$ cat config.mk
export PLATFORM = sky130hd
export DESIGN_NAME = seven_segment_display_scheduler_flat
export DESIGN_NICKNAME = d
export VERILOG_FILES = /design/src/rtl/seven_segment_display_scheduler_if.sv /design/src/rtl/seven_segment_display_scheduler.sv /design/src/flat_wrapper.sv
export SDC_FILE = /design/constraint.sdc
export NUM_CORES = 1
export LEC_CHECK = 0
export CAP_MARGIN = 25
export CORE_UTILIZATION = 35
export CTS_BUF_LIST = sky130_fd_sc_hd__clkbuf_4
export DETAILED_ROUTE_END_ITERATION = 8
export PLACE_DENSITY = 0.7
export SLEW_MARGIN = 10
export SYNTH_ARGS = -nofsm -noshare
export SYNTH_HDL_FRONTEND = slang
export SYNTH_SLANG_ARGS = --single-unit
export TNS_END_PERCENT = 20
$ cat constraint.sdc
create_clock -name i_Clk -period 2.99 [get_ports i_Clk]
set_input_delay 0.4485 -clock i_Clk [delete_from_list [all_inputs] [get_ports i_Clk]]
set_output_delay 0.4485 -clock i_Clk [all_outputs]
set_load 0.02 [all_outputs]
$ cat src/rtl/seven_segment_display_scheduler_if.sv
// Bus between the clock/alarm core, the display scheduler and the BCD-to-segment
// decoder. The master side drives the BCD sources and control inputs. The slave
// side (the scheduler) drives the decoder select, the anodes and the frame pulse.
interface seven_segment_display_scheduler_if #(
   parameter int SEGMENT_NUM      = 4,
   parameter int SEGMENT_NUM_USED = 4
);
   logic                            i_Enable;
   logic                            i_Src_Sel;
   logic [4*SEGMENT_NUM_USED-1:0]   i_Time_BCD;
   logic [4*SEGMENT_NUM_USED-1:0]   i_Alarm_BCD;
   logic [SEGMENT_NUM_USED-1:0]     i_Blink_Mask;
   logic [3:0]                      o_BCD_Num_Sel;
   logic [SEGMENT_NUM-1:0]          o_Anodes;
   logic                            o_Frame_Start;

   modport master (
      output i_Enable, i_Src_Sel, i_Time_BCD, i_Alarm_BCD, i_Blink_Mask,
      input  o_BCD_Num_Sel, o_Anodes, o_Frame_Start
   );

   modport slave (
      input  i_Enable, i_Src_Sel, i_Time_BCD, i_Alarm_BCD, i_Blink_Mask,
      output o_BCD_Num_Sel, o_Anodes, o_Frame_Start
   );
endinterface

$ cat src/rtl/seven_segment_display_scheduler.sv
// Multiplexed seven-segment scan scheduler. It scans one digit per slot. Each
// slot is an on-time followed by a blanking gap that suppresses ghosting. The
// BCD source is chosen and snapshotted only at frame boundaries. All outputs
// are registered.
// Optional feature macro: DISPLAY_BLINK_EN. When it is defined, the digits
// selected by the blink mask blank on alternate BLINK_FRAMES-frame half-periods.
module seven_segment_display_scheduler #(
   parameter int SEGMENT_NUM      = 4,
   parameter int SEGMENT_NUM_USED = 4,
   parameter int CLKS_PER_DIGIT   = 100000,
   parameter int BLANK_CLKS       = 1000,
   parameter int BLINK_FRAMES     = 128
) (
   input logic                               i_Clk,
   input logic                               i_Rst_N,
   seven_segment_display_scheduler_if.slave  bus
);

   localparam int CNT_W = $clog2(CLKS_PER_DIGIT);
   localparam int DIG_W = (SEGMENT_NUM > 1) ? $clog2(SEGMENT_NUM) : 1;
   localparam logic [CNT_W-1:0] CNT_LAST  = CNT_W'(CLKS_PER_DIGIT - 1);
   localparam logic [CNT_W-1:0] ON_LAST   = CNT_W'(CLKS_PER_DIGIT - BLANK_CLKS - 1);
   localparam logic [DIG_W-1:0] DIG_LAST  = DIG_W'(SEGMENT_NUM - 1);
   localparam logic [3:0]       BCD_BLANK = 4'hF;

   typedef enum logic [1:0] {
      ST_IDLE  = 2'd0,
      ST_ON    = 2'd1,
      ST_BLANK = 2'd2
   } state_t;

   state_t                      state_r, state_nxt_s;
   logic [CNT_W-1:0]            slot_cnt_r, slot_cnt_nxt_s;
   logic [DIG_W-1:0]            digit_r, digit_nxt_s;
   logic                        frame_start_s;
   logic                        first_frame_s;
   logic [3:0]                  snap_r     [SEGMENT_NUM_USED];
   logic [3:0]                  snap_nxt_s [SEGMENT_NUM_USED];
   logic [SEGMENT_NUM_USED-1:0] hide_s;
   logic [SEGMENT_NUM-1:0]      anodes_nxt_s;
   logic [3:0]                  bcd_nxt_s;

   // Scan sequencing: slot counter, digit index and the ON/BLANK phase within each slot.
   always_comb begin
      state_nxt_s    = ST_IDLE;
      slot_cnt_nxt_s = '0;
      digit_nxt_s    = '0;
      frame_start_s  = 1'b0;
      first_frame_s  = 1'b0;
      if (bus.i_Enable) begin
         case (state_r)
            ST_IDLE: begin
               state_nxt_s   = ST_ON;
               frame_start_s = 1'b1;
               first_frame_s = 1'b1;
            end
            ST_ON, ST_BLANK: begin
               if (slot_cnt_r == CNT_LAST) begin
                  state_nxt_s    = ST_ON;
                  slot_cnt_nxt_s = '0;
                  if (digit_r == DIG_LAST) begin
                     digit_nxt_s   = '0;
                     frame_start_s = 1'b1;
                  end else begin
                     digit_nxt_s = digit_r + DIG_W'(1);
                  end
               end else begin
                  slot_cnt_nxt_s = slot_cnt_r + CNT_W'(1);
                  digit_nxt_s    = digit_r;
                  // With no blanking, ON_LAST equals CNT_LAST and this branch never blanks.
                  if (slot_cnt_r >= ON_LAST) begin
                     state_nxt_s = ST_BLANK;
                  end else begin
                     state_nxt_s = ST_ON;
                  end
               end
            end
            default: begin
               state_nxt_s = ST_IDLE;
            end
         endcase
      end else begin
         state_nxt_s = ST_IDLE;
      end
   end

   // Scan state register.
   always_ff @(posedge i_Clk or negedge i_Rst_N) begin
      if (!i_Rst_N) begin
         state_r    <= ST_IDLE;
         slot_cnt_r <= '0;
         digit_r    <= '0;
      end else begin
         state_r    <= state_nxt_s;
         slot_cnt_r <= slot_cnt_nxt_s;
         digit_r    <= digit_nxt_s;
      end
   end

   // At a frame start, capture the selected source so mid-frame edits stay hidden.
   always_comb begin
      for (int i = 0; i < SEGMENT_NUM_USED; i++) begin
         if (frame_start_s) begin
            snap_nxt_s[i] = bus.i_Src_Sel ? bus.i_Alarm_BCD[4*i +: 4]
                                          : bus.i_Time_BCD[4*i +: 4];
         end else begin
            snap_nxt_s[i] = snap_r[i];
         end
      end
   end

   // Snapshot register holding the digits shown during the current frame.
   always_ff @(posedge i_Clk or negedge i_Rst_N) begin
      if (!i_Rst_N) begin
         for (int i = 0; i < SEGMENT_NUM_USED; i++) begin
            snap_r[i] <= BCD_BLANK;
         end
      end else begin
         for (int i = 0; i < SEGMENT_NUM_USED; i++) begin
            snap_r[i] <= snap_nxt_s[i];
         end
      end
   end

`ifdef DISPLAY_BLINK_EN
   localparam int FC_W = (BLINK_FRAMES > 1) ? $clog2(BLINK_FRAMES) : 1;
   localparam logic [FC_W-1:0] FC_LAST = FC_W'(BLINK_FRAMES - 1);

   logic [FC_W-1:0]             frame_cnt_r, frame_cnt_nxt_s;
   logic                        blink_phase_r, blink_phase_nxt_s;
   logic [SEGMENT_NUM_USED-1:0] mask_r, mask_nxt_s;

   // Blink timing: count frames and toggle the phase every BLINK_FRAMES frames.
   always_comb begin
      frame_cnt_nxt_s   = frame_cnt_r;
      blink_phase_nxt_s = blink_phase_r;
      mask_nxt_s        = mask_r;
      if (!bus.i_Enable) begin
         frame_cnt_nxt_s   = '0;
         blink_phase_nxt_s = 1'b0;
      end else if (first_frame_s) begin
         frame_cnt_nxt_s   = '0;
         blink_phase_nxt_s = 1'b0;
         mask_nxt_s        = bus.i_Blink_Mask;
      end else if (frame_start_s) begin
         mask_nxt_s = bus.i_Blink_Mask;
         if (frame_cnt_r == FC_LAST) begin
            frame_cnt_nxt_s   = '0;
            blink_phase_nxt_s = ~blink_phase_r;
         end else begin
            frame_cnt_nxt_s = frame_cnt_r + FC_W'(1);
         end
      end else begin
         frame_cnt_nxt_s = frame_cnt_r;
      end
   end

   // Blink counter, blink phase and mask snapshot registers.
   always_ff @(posedge i_Clk or negedge i_Rst_N) begin
      if (!i_Rst_N) begin
         frame_cnt_r   <= '0;
         blink_phase_r <= 1'b0;
         mask_r        <= '0;
      end else begin
         frame_cnt_r   <= frame_cnt_nxt_s;
         blink_phase_r <= blink_phase_nxt_s;
         mask_r        <= mask_nxt_s;
      end
   end

   // Digits to hide in the coming cycle: masked digits while the phase is 1.
   always_comb begin
      if (blink_phase_nxt_s) begin
         hide_s = mask_nxt_s;
      end else begin
         hide_s = '0;
      end
   end
`else
   logic unused_blink_mask_s;

   assign unused_blink_mask_s = ^bus.i_Blink_Mask;
   assign hide_s              = '0;
`endif

   // Output decode for the coming cycle. Only used digits in ON light an anode.
   always_comb begin
      anodes_nxt_s = '1;
      bcd_nxt_s    = BCD_BLANK;
      if (state_nxt_s == ST_ON) begin
         for (int i = 0; i < SEGMENT_NUM_USED; i++) begin
            if (digit_nxt_s == DIG_W'(i)) begin
               anodes_nxt_s[i] = 1'b0;
               if (hide_s[i]) begin
                  bcd_nxt_s = BCD_BLANK;
               end else begin
                  bcd_nxt_s = snap_nxt_s[i];
               end
            end else begin
               bcd_nxt_s = bcd_nxt_s;
            end
         end
      end else begin
         anodes_nxt_s = '1;
         bcd_nxt_s    = BCD_BLANK;
      end
   end

   // Output registers; reset forces the display dark at once.
   always_ff @(posedge i_Clk or negedge i_Rst_N) begin
      if (!i_Rst_N) begin
         bus.o_Anodes      <= '1;
         bus.o_BCD_Num_Sel <= BCD_BLANK;
         bus.o_Frame_Start <= 1'b0;
      end else begin
         bus.o_Anodes      <= anodes_nxt_s;
         bus.o_BCD_Num_Sel <= bcd_nxt_s;
         bus.o_Frame_Start <= frame_start_s;
      end
   end

endmodule

$ cat src/flat_wrapper.sv
// flat-port wrapper written by rule: the top's interface ports become plain ports
module seven_segment_display_scheduler_flat 
#(
   parameter int SEGMENT_NUM      = 4,
   parameter int SEGMENT_NUM_USED = 4,
   parameter int CLKS_PER_DIGIT   = 100000,
   parameter int BLANK_CLKS       = 1000,
   parameter int BLINK_FRAMES     = 128
)
  (i_Clk, i_Rst_N, bus_i_Enable, bus_i_Src_Sel, bus_i_Time_BCD, bus_i_Alarm_BCD, bus_i_Blink_Mask, bus_o_BCD_Num_Sel, bus_o_Anodes, bus_o_Frame_Start);
  seven_segment_display_scheduler_if #(.SEGMENT_NUM(SEGMENT_NUM), .SEGMENT_NUM_USED(SEGMENT_NUM_USED)) bus_i ();
  input logic i_Clk;
  input logic i_Rst_N;
  input wire logic [$bits(bus_i.i_Enable)-1:0] bus_i_Enable;
  input wire logic [$bits(bus_i.i_Src_Sel)-1:0] bus_i_Src_Sel;
  input wire logic [$bits(bus_i.i_Time_BCD)-1:0] bus_i_Time_BCD;
  input wire logic [$bits(bus_i.i_Alarm_BCD)-1:0] bus_i_Alarm_BCD;
  input wire logic [$bits(bus_i.i_Blink_Mask)-1:0] bus_i_Blink_Mask;
  output wire logic [$bits(bus_i.o_BCD_Num_Sel)-1:0] bus_o_BCD_Num_Sel;
  output wire logic [$bits(bus_i.o_Anodes)-1:0] bus_o_Anodes;
  output wire logic [$bits(bus_i.o_Frame_Start)-1:0] bus_o_Frame_Start;
  assign bus_i.i_Enable = bus_i_Enable;
  assign bus_i.i_Src_Sel = bus_i_Src_Sel;
  assign bus_i.i_Time_BCD = bus_i_Time_BCD;
  assign bus_i.i_Alarm_BCD = bus_i_Alarm_BCD;
  assign bus_i.i_Blink_Mask = bus_i_Blink_Mask;
  assign bus_o_BCD_Num_Sel = bus_i.o_BCD_Num_Sel;
  assign bus_o_Anodes = bus_i.o_Anodes;
  assign bus_o_Frame_Start = bus_i.o_Frame_Start;
  seven_segment_display_scheduler #(.SEGMENT_NUM(SEGMENT_NUM), .SEGMENT_NUM_USED(SEGMENT_NUM_USED), .CLKS_PER_DIGIT(CLKS_PER_DIGIT), .BLANK_CLKS(BLANK_CLKS), .BLINK_FRAMES(BLINK_FRAMES)) u_core (.i_Clk(i_Clk), .i_Rst_N(i_Rst_N), .bus(bus_i));
endmodule
Word level (Yosys, flattened, before mapping)
Index checks and enable logic that the tools add are counted.
{ "totals": {"register_bits": 46, "input_bits": 40, "wordCells": 57} }
{ "op_classes": {"addsub": 2, "n_lt_le_gt_ge": 1, "eq_ne": 8, "mux": 33, "n_reduce_logical": 3} }
{ "ops": {"columns": ["operator", "count"], "rows": [
  ["$mux 4", 14],
  ["$mux 17", 3],
  ["$add 17x1->17 const B", 1],
  ["$eq 17x17->1 const B", 1],
  ["$ge 17x17->1 const B", 1],
  ["$mux 2", 7],
  ["$eq 2x2->1 const B", 4],
  ["$mux 1", 7],
  ["$eq 2x1->1 const B", 3],
  ["$logic_not 2->1", 2],
  ["$pmux 2 s2", 1],
  ["$add 2x1->2 const B", 1],
  ["$pmux 1 s2", 1],
  ["$reduce_or 2->1", 1]
]} }

Logic depth before layout (Yosys ltp)
Gate-level depths: netlist (run 1).
{ "logic_depth": {"depth_word": 11, "depth_mapped": 8} }

Worst setup path before layout (run 1)
No wires, ideal clock.
{ "synth_path": {"path_kind": "flip-flop to flip-flop", "start": "register u_core.slot_cnt_r[11]", "end": "register u_core.bus.o_BCD_Num_Sel[0]", "setup_ps": 82, "t_arrival_ps": 2516, "slack_ps": 392, "stages_incl_launch_ff": 8, "n_path_buf": 1, "path_cell_list": "dfrtp_1 > or4_4 > nor4_4 > mux2i_1 > or2_1 > buf_6 > o32a_1 > a22oi_1"} }
{ "synth_via": {"elab_chain_cells": 10, "word_cells_on_any_way": 26} }
{ "synth_rtl": {"columns": ["item", "line", "rtl"], "rows": [
  ["start, declared", "seven_segment_display_scheduler.sv:33", "logic [CNT_W-1:0] slot_cnt_r, slot_cnt_nxt_s;"],
  ["start signal, assigned", "seven_segment_display_scheduler.sv:95", "slot_cnt_r <= slot_cnt_nxt_s;"],
  ["branches (longest 9 deep; another with $ge 17x17->1)", null, null],
  ["$mux 4 *", "seven_segment_display_scheduler.sv:190", "if (state_nxt_s == ST_ON) begin"],
  ["net u_core.bcd_nxt_s[0]", "seven_segment_display_scheduler.sv:41", "logic [3:0] bcd_nxt_s;"],
  ["end signal, assigned", "seven_segment_display_scheduler.sv:217", "bus.o_BCD_Num_Sel <= bcd_nxt_s;"],
  ["end, declared", "seven_segment_display_scheduler_if.sv:24", "output o_BCD_Num_Sel, o_Anodes, o_Frame_Start"]
]} }
Mark *: on every way through the listed nets, which the timed path passes.

Worst setup path in the final report (run 1)
{ "layout_path": {"start": "register u_core.slot_cnt_r[5]", "end": "register u_core.bus.o_BCD_Num_Sel[1]"} }
The elaborated chain is that of the path after synthesis.

==> results of run 1 <==
## routing by layer
layer  global-route usage (%)  vias to the layer above  wire length (microns)  part of all wire, %
met2                     28.0                       52                   2720                   50
met4                     4.78                        0                     79                  1.5
met3                     3.79                       12                    316                  5.8
met1                     19.9                      980                   2300                   43
li1                         -                      961                      -                    -
met5                        0                        -                      0                    0
## layout make-up
| type | instances | area, sq um |
|---|---|---|
| multi-input combinational | 180 | 1160 |
| clock buffer | 5 | 37.5 |
| inverter | 5 | 18.8 |
| tap | 77 | 96.3 |
| clock inverter | 3 | 25.0 |
| fill | 632 | 3430 |
| timing repair buffer | 56 | 546 |
| sequential | 46 | 1180 |
## stage by stage
step / worst slack, ns / instances
global route: 0.144 / 372
floorplan: 0.392 / 244
finish: 0.366 / 372
global placement: 0.288 / 360
detailed placement: 0.204 / 360
CTS: 0.191 / 368
## critical path: stages (launching register included)
cell	delay (ns)
dfrtp_1	0.46
or4bb_1	0.54
nor4_4	0.28
buf_4	0.18
buf_4	0.12
a31o_4	0.32
a21oi_1	0.13
o32a_1	0.31
a22oi_1	0.21
## what timing repair did
action                                  in CTS  in global routing
endpoints found under the setup margin       0                  2
gates resized for setup                      0                  1
setup buffers                                0                  3
## kinds of logic (layout without fill, tap and decap cells)
logic type / count (synthesis) / count (layout) / share of synthesized area (%)
AO/OA/AOI/OAI: 54 / 54 / 14.4
XOR/XNOR: 15 / 15 / 5.46
adder cells (fa/ha/maj): 4 / 4 / 2.08
buffers and inverters: 18 / 69 / 3.12
flip-flops: 46 / 46 / 49.1
multiplexers: 18 / 18 / 7.49
AND/OR/NAND/NOR: 89 / 89 / 18.4
## worst paths after layout
kind / from / to / slack, ns / cells past startpoint
worst max-delay path: u_core.slot_cnt_r[5] / u_core.bus.o_BCD_Num_Sel[1] / 0.37 / 8
worst min-delay path: i_Rst_N / u_core.digit_r[0] / 0.04 / 1
worst max register to register: u_core.slot_cnt_r[5] / u_core.bus.o_BCD_Num_Sel[1] / 0.37 / 8
worst min register to register: u_core.slot_cnt_r[0] / u_core.slot_cnt_r[0] / 0.50 / 1
max in group asynchronous: i_Rst_N / u_core.bus.o_Anodes[0] / 2.39 / 2
min in group i_Clk: u_core.slot_cnt_r[0] / u_core.slot_cnt_r[0] / 0.50 / 1
## layout by cell type, fill, tap and decap left out, types with 2 or more instances in the layout
| master | count |
|---|---|
| nor3_1 | 3 |
| nor2_1 | 34 |
| clkbuf_4 | 5 |
| nand2_1 | 18 |
| nand2b_1 | 2 |
| o32a_1 | 8 |
| or2_2 | 2 |
| ha_1 | 4 |
| a21oi_1 | 26 |
| a22oi_1 | 4 |
| xor2_1 | 7 |
| nand3_1 | 8 |
| o21a_1 | 2 |
| clkdlybuf4s50_1 | 43 |
| dfrtp_1 | 22 |
| and2_1 | 2 |
| o21ai_0 | 2 |
| buf_4 | 11 |
| nand4_1 | 2 |
| dfstp_2 | 24 |
| and3_1 | 10 |
| inv_1 | 5 |
| o22ai_1 | 8 |
| mux2i_1 | 18 |
| xnor2_1 | 8 |
## flip-flops by register name, summed over array words and instances, names as in the netlist
name	flops
u_core.digit_r	2
u_core.slot_cnt_r	17
u_core.bus.o_Frame_Start	1
u_core.bus.o_BCD_Num_Sel	4
u_core.snap_r	16
u_core.bus.o_Anodes	4
u_core.state_r	2
## power by group through the flow
stage	sequential (W)	clock [W]	combinational (W)
2_1_floorplan	0.000722	0	0.000116
3_3_place_gp	0.000715	0	0.000220
3_5_place_dp	0.000716	0	0.000225
4_1_cts	0.000706	0.000331	0.000226
5_1_grt	0.000710	0.000360	0.000255
6_report	0.000705	0.000315	0.000229
==> results.sh, run 1 <==
export IMPL_n_antenna_cell=0
export IMPL_skew_ns=0.0209
export IMPL_ys_warn_count=0
export IMPL_num_rows=29
export IMPL_maxSlewViolCount=0
export IMPL_clk_path_buf_depth=2
export IMPL_ys_top_cells_by_area="dfstp_2 (26%), dfrtp_1 (23%), mux2i_1 (7.5%)"
export IMPL_synth_top_area_share_pct=26.2
export IMPL_max_slew_margin_pct=50.4
export IMPL_vias=2005
export IMPL_tightest_slew_ns=0.740
export IMPL_async_flop_share_pct=100
export IMPL_cp_max_fo=25
export IMPL_dpl_cell_area_sq_um=2940
export IMPL_cts_tree="built"
export IMPL_cp_data_arrival_time_ns=2.92
export IMPL_cts_clk_slew_worst_paths_ns=0.15
export IMPL_syn_inst=244
export IMPL_ctsHoldBuffers=0
export IMPL_grt_pass1_vias=2024
export IMPL_drt_iter0_markers=106
export IMPL_area_delta_synth_final_pct=27.4
export IMPL_io_buffers=44
export IMPL_ir_worst_vdd_mv=0.262
export IMPL_period_needed_ns=2.62
export IMPL_grt_ovfl_total=0
export IMPL_violations="design-rule violations"
export IMPL_max_freq_mhz=381
export IMPL_synth_edf_count=0
export IMPL_p_comb_share_pct=18.4
export IMPL_p_switching_w=0.000347
export IMPL_whs_ns=0.0359
export IMPL_swShare_pct=27.8
export IMPL_yosys_area_top_type="dfstp_2"
export IMPL_avgSynthCellArea_sq_um=9.86
export IMPL_fp_dieArea_sq_um=7210
export IMPL_place_congestion=0.763
export IMPL_rsz0062_at_grt="false"
export IMPL_post_layout_total_power_w=0.00125
export IMPL_cts_root_buf="clkbuf_4"
export IMPL_crit_required_ns=3.29
export IMPL_hp_class="in2async"
export IMPL_synth_ff_type="dfstp_2"
export IMPL_crit_type="reg2reg"
export IMPL_drcViolationCount=7
export IMPL_numCtsBuffers=5
export IMPL_fp_dieW_microns=84.9
export IMPL_vias_per_cell=5.39
export IMPL_insertion_delay_ns=0.37
export IMPL_p_per_area_nw_per_um2=408
export IMPL_cts_sinks=46
export IMPL_critPathCaptureType="flip-flop"
export IMPL_ios=49
export IMPL_hold_viol_final=0
export IMPL_intPower_w=0.000903
export IMPL_drv_cap=0
export IMPL_finalSetupViolations=0
export IMPL_die_h_microns=84.9
export IMPL_htreeDepth=2
export IMPL_hpwl_microns=3700
export IMPL_p_clk_share_pct=25.2
export IMPL_setup_tns_ns=0
export IMPL_power_leakage_nw=1.24
export IMPL_postRouteAntennaNets=0
export IMPL_outcome="finished with violations"
export IMPL_synth_seq_cells=46
export IMPL_yosysMostFrequentCell="nor2_1"
export IMPL_ys_seq_area_share_pct=49.1
export IMPL_cp_start_kind="flip-flop"
export IMPL_synth_nets=288
export IMPL_grt_pass1_wl_microns=9290
export IMPL_wl_per_cell_microns=14.6
export IMPL_antenna_found_initial=0
export IMPL_yosysUniqueCellTypes=35
export IMPL_synth_area_sq_um=2410
export IMPL_period_share_pct=87.7
export IMPL_track_usage_pct=16.1
export IMPL_p_seq_share_pct=56.4
export IMPL_nets=338
export IMPL_grt_max_degree=47
export IMPL_synthTopCellsByCount="nor2_1 (34), a21oi_1 (26), dfstp_2 (24)"
export IMPL_drt_total_wl_microns=5420
export IMPL_stdcell_area_sq_um=3070
export IMPL_initial_core_util_pct=37.0
export IMPL_dr_pass1_iters=6
export IMPL_drive_above_1_share_pct=17.3
export IMPL_fin_util_pct=47.2
export IMPL_core_sq_um=6490
No activity file was read; power rests on OpenSTA's default activity.
==> inputs of run 2 (changes only) <==
GPL_TIMING_DRIVEN = 0   (was default)
clock period = 3 ns   (was 2.99 ns; I/O delays follow)
==> run 2 against run 1 <==
The flow still finishes with violations (design-rule violations). Count of clock-buffer cells in the layout unchanged. Global-route usage down 0.50 points. Critical path type unchanged. Wire length down 1.3%. Register-to-register slack worse by 0.09 ns. Critical path depth up 1. Highest routed layer unchanged. Core utilization down 0.13 points. Clock skew down 0.0071 ns. Die area unchanged. Clock power up 16%.
==> results.sh, run 2 (synthesis results as in run 1) <==
export IMPL_outcome="finished with violations"
export IMPL_violations="design-rule violations"
export IMPL_n_antenna_cell=0
export IMPL_final_cell_mix="clkdlybuf4s50_1 (42), nor2_1 (34), a21oi_1 (26), dfstp_2 (24), dfrtp_1 (22)"
export IMPL_period_needed_ns=2.72
export IMPL_max_freq_mhz=367
export IMPL_track_usage_pct=15.6
export IMPL_dr_pass1_iters=8
export IMPL_hpwl_microns=4010
export IMPL_clk_path_buf_depth=2
export IMPL_power_leakage_nw=1.23
export IMPL_postRouteAntennaNets=0
export IMPL_period_share_pct=90.8
export IMPL_place_ws_ns=-0.105
export IMPL_vias_per_cell=5.26
export IMPL_setup_tns_ns=0
export IMPL_insertion_delay_ns=0.36
export IMPL_place_congestion=0.771
export IMPL_hold_viol_final=0
export IMPL_critPathSlowestCell="mux2i_2"
export IMPL_finalSetupViolations=0
export IMPL_grt_pass1_vias=1954
export IMPL_numCtsBuffers=5
export IMPL_dpl_cell_area_sq_um=2960
export IMPL_num_rows=29
export IMPL_layout_commonest_cell="clkdlybuf4s50_1"
export IMPL_nets=340
export IMPL_cp_data_arrival_time_ns=3.00
export IMPL_antenna_found_initial=0
export IMPL_stdcell_area_sq_um=3060
export IMPL_initial_core_util_pct=37.0
export IMPL_wl_per_cell_microns=14.3
export IMPL_cts_clk_slew_worst_paths_ns=0.13
export IMPL_regMostFlops="u_core.slot_cnt_r"
export IMPL_hp_class="in2async"
export IMPL_largest_reg_flops=17
export IMPL_cp_max_fo=10
export IMPL_drt_total_wl_microns=5350
export IMPL_core_sq_um=6490
export IMPL_cp_slowest_stage_delay_ns=0.53
export IMPL_ctsHoldBuffers=0
export IMPL_fp_dieW_microns=84.9
export IMPL_ios=49
export IMPL_skew_ns=0.0139
export IMPL_reg_largest_list="u_core.slot_cnt_r (17), u_core.snap_r (16)"
export IMPL_grt_max_degree=25
export IMPL_area_delta_synth_final_pct=27.0
export IMPL_drcViolationCount=7
export IMPL_vias=1968
export IMPL_max_slew_margin_pct=46.8
export IMPL_critPathCaptureType="flip-flop"
export IMPL_crit_type="reg2reg"
export IMPL_fin_ws_ns=0.277
export IMPL_fp_dieArea_sq_um=7210
export IMPL_drv_cap=0
export IMPL_io_buffers=43
export IMPL_die_h_microns=84.9
export IMPL_cts_sinks=46
export IMPL_path_cells="ha_1, nand4_1, nor4_4, buf_4, mux2i_2, or2_1, buf_6, o32a_1, a22oi_1"
export IMPL_tightest_slew_ns=0.794
export IMPL_drive_above_1_share_pct=15.5
export IMPL_rsz0062_at_grt="false"
export IMPL_post_layout_total_power_w=0.00130
export IMPL_ir_worst_vdd_mv=0.152
export IMPL_cts_root_buf="clkbuf_4"
export IMPL_crit_required_ns=3.27
export IMPL_grt_pass1_wl_microns=8960
export IMPL_cts_tree="built"
export IMPL_maxSlewViolCount=0
export IMPL_grt_ovfl_total=0
export IMPL_p_per_area_nw_per_um2=425
export IMPL_cp_start_kind="flip-flop"
export IMPL_drt_iter0_markers=94
export IMPL_htreeDepth=2
-- run 2: what timing repair did --
action	in CTS	in global routing
cloned	0	0
resized for setup	1	6
endpoints found under the setup margin	1	15
pin swaps	0	1
setup buffers	0	1
-- run 2: cell type report --
cell class / instances / area, sq um
fill: 615 / 3440
sequential: 46 / 1180
multi-input combinational: 180 / 1160
timing repair buffer: 45 / 460
tap: 77 / 96.3
buffer: 13 / 58.8
clock inverter: 3 / 40.0
clock buffer: 5 / 37.5
inverter: 5 / 18.8
-- run 2: worst paths after layout --
| kind | cells after the start | startpoint | slack, ns | end |
|---|---|---|---|---|
| max | 9 | u_core.slot_cnt_r[0] | 0.28 | u_core.bus.o_BCD_Num_Sel[1] |
| min | 1 | i_Rst_N | 0.09 | u_core.slot_cnt_r[10] |
| max reg2reg | 9 | u_core.slot_cnt_r[0] | 0.28 | u_core.bus.o_BCD_Num_Sel[1] |
| min reg2reg | 1 | u_core.slot_cnt_r[0] | 0.49 | u_core.slot_cnt_r[0] |
| max in group asynchronous | 2 | i_Rst_N | 2.34 | u_core.bus.o_Anodes[1] |
| min in group i_Clk | 1 | u_core.slot_cnt_r[0] | 0.49 | u_core.slot_cnt_r[0] |
-- run 2: routing by layer --
| metal | vias up | track usage [%] | wire, microns |
|---|---|---|---|
| met5 | - | 0 | 0 |
| met4 | 0 | 4.01 | 66 |
| met3 | 9 | 3.99 | 254 |
| met2 | 35 | 27.0 | 2620 |
| met1 | 953 | 19.5 | 2410 |
| li1 | 971 | - | - |
-- run 2: through the flow --
step	util [%]	hold WS (ns)	instances
after floorplan	-	0.154	244
after global placement	45.2	0.471	364
after detailed placement	45.5	0.480	365
after CTS	46.8	0.0852	373
after global routing	47.1	0.0979	374
final	47.1	0.0878	374
-- run 2: power by group --
| part | total (W) | internal, W | switching (W) |
|---|---|---|---|
| logic | 0.000229 | 0.000111 | 0.000118 |
| registers | 0.000702 | 0.000690 | 0.0000125 |
| clock network | 0.000366 | 0.000173 | 0.000193 |
| total | 0.00130 | 0.000974 | 0.000324 |
-- run 2: worst max-delay path, delay by kind of cell, from the launching register on --
kind,cells,cell delay (ns)
AO/OA/AOI/OAI,2,0.28
adder cells (fa/ha/maj),1,0.25
buffers and inverters,2,0.34
flip-flops,1,0.40
multiplexers,1,0.53
AND/OR/NAND/NOR,3,0.85
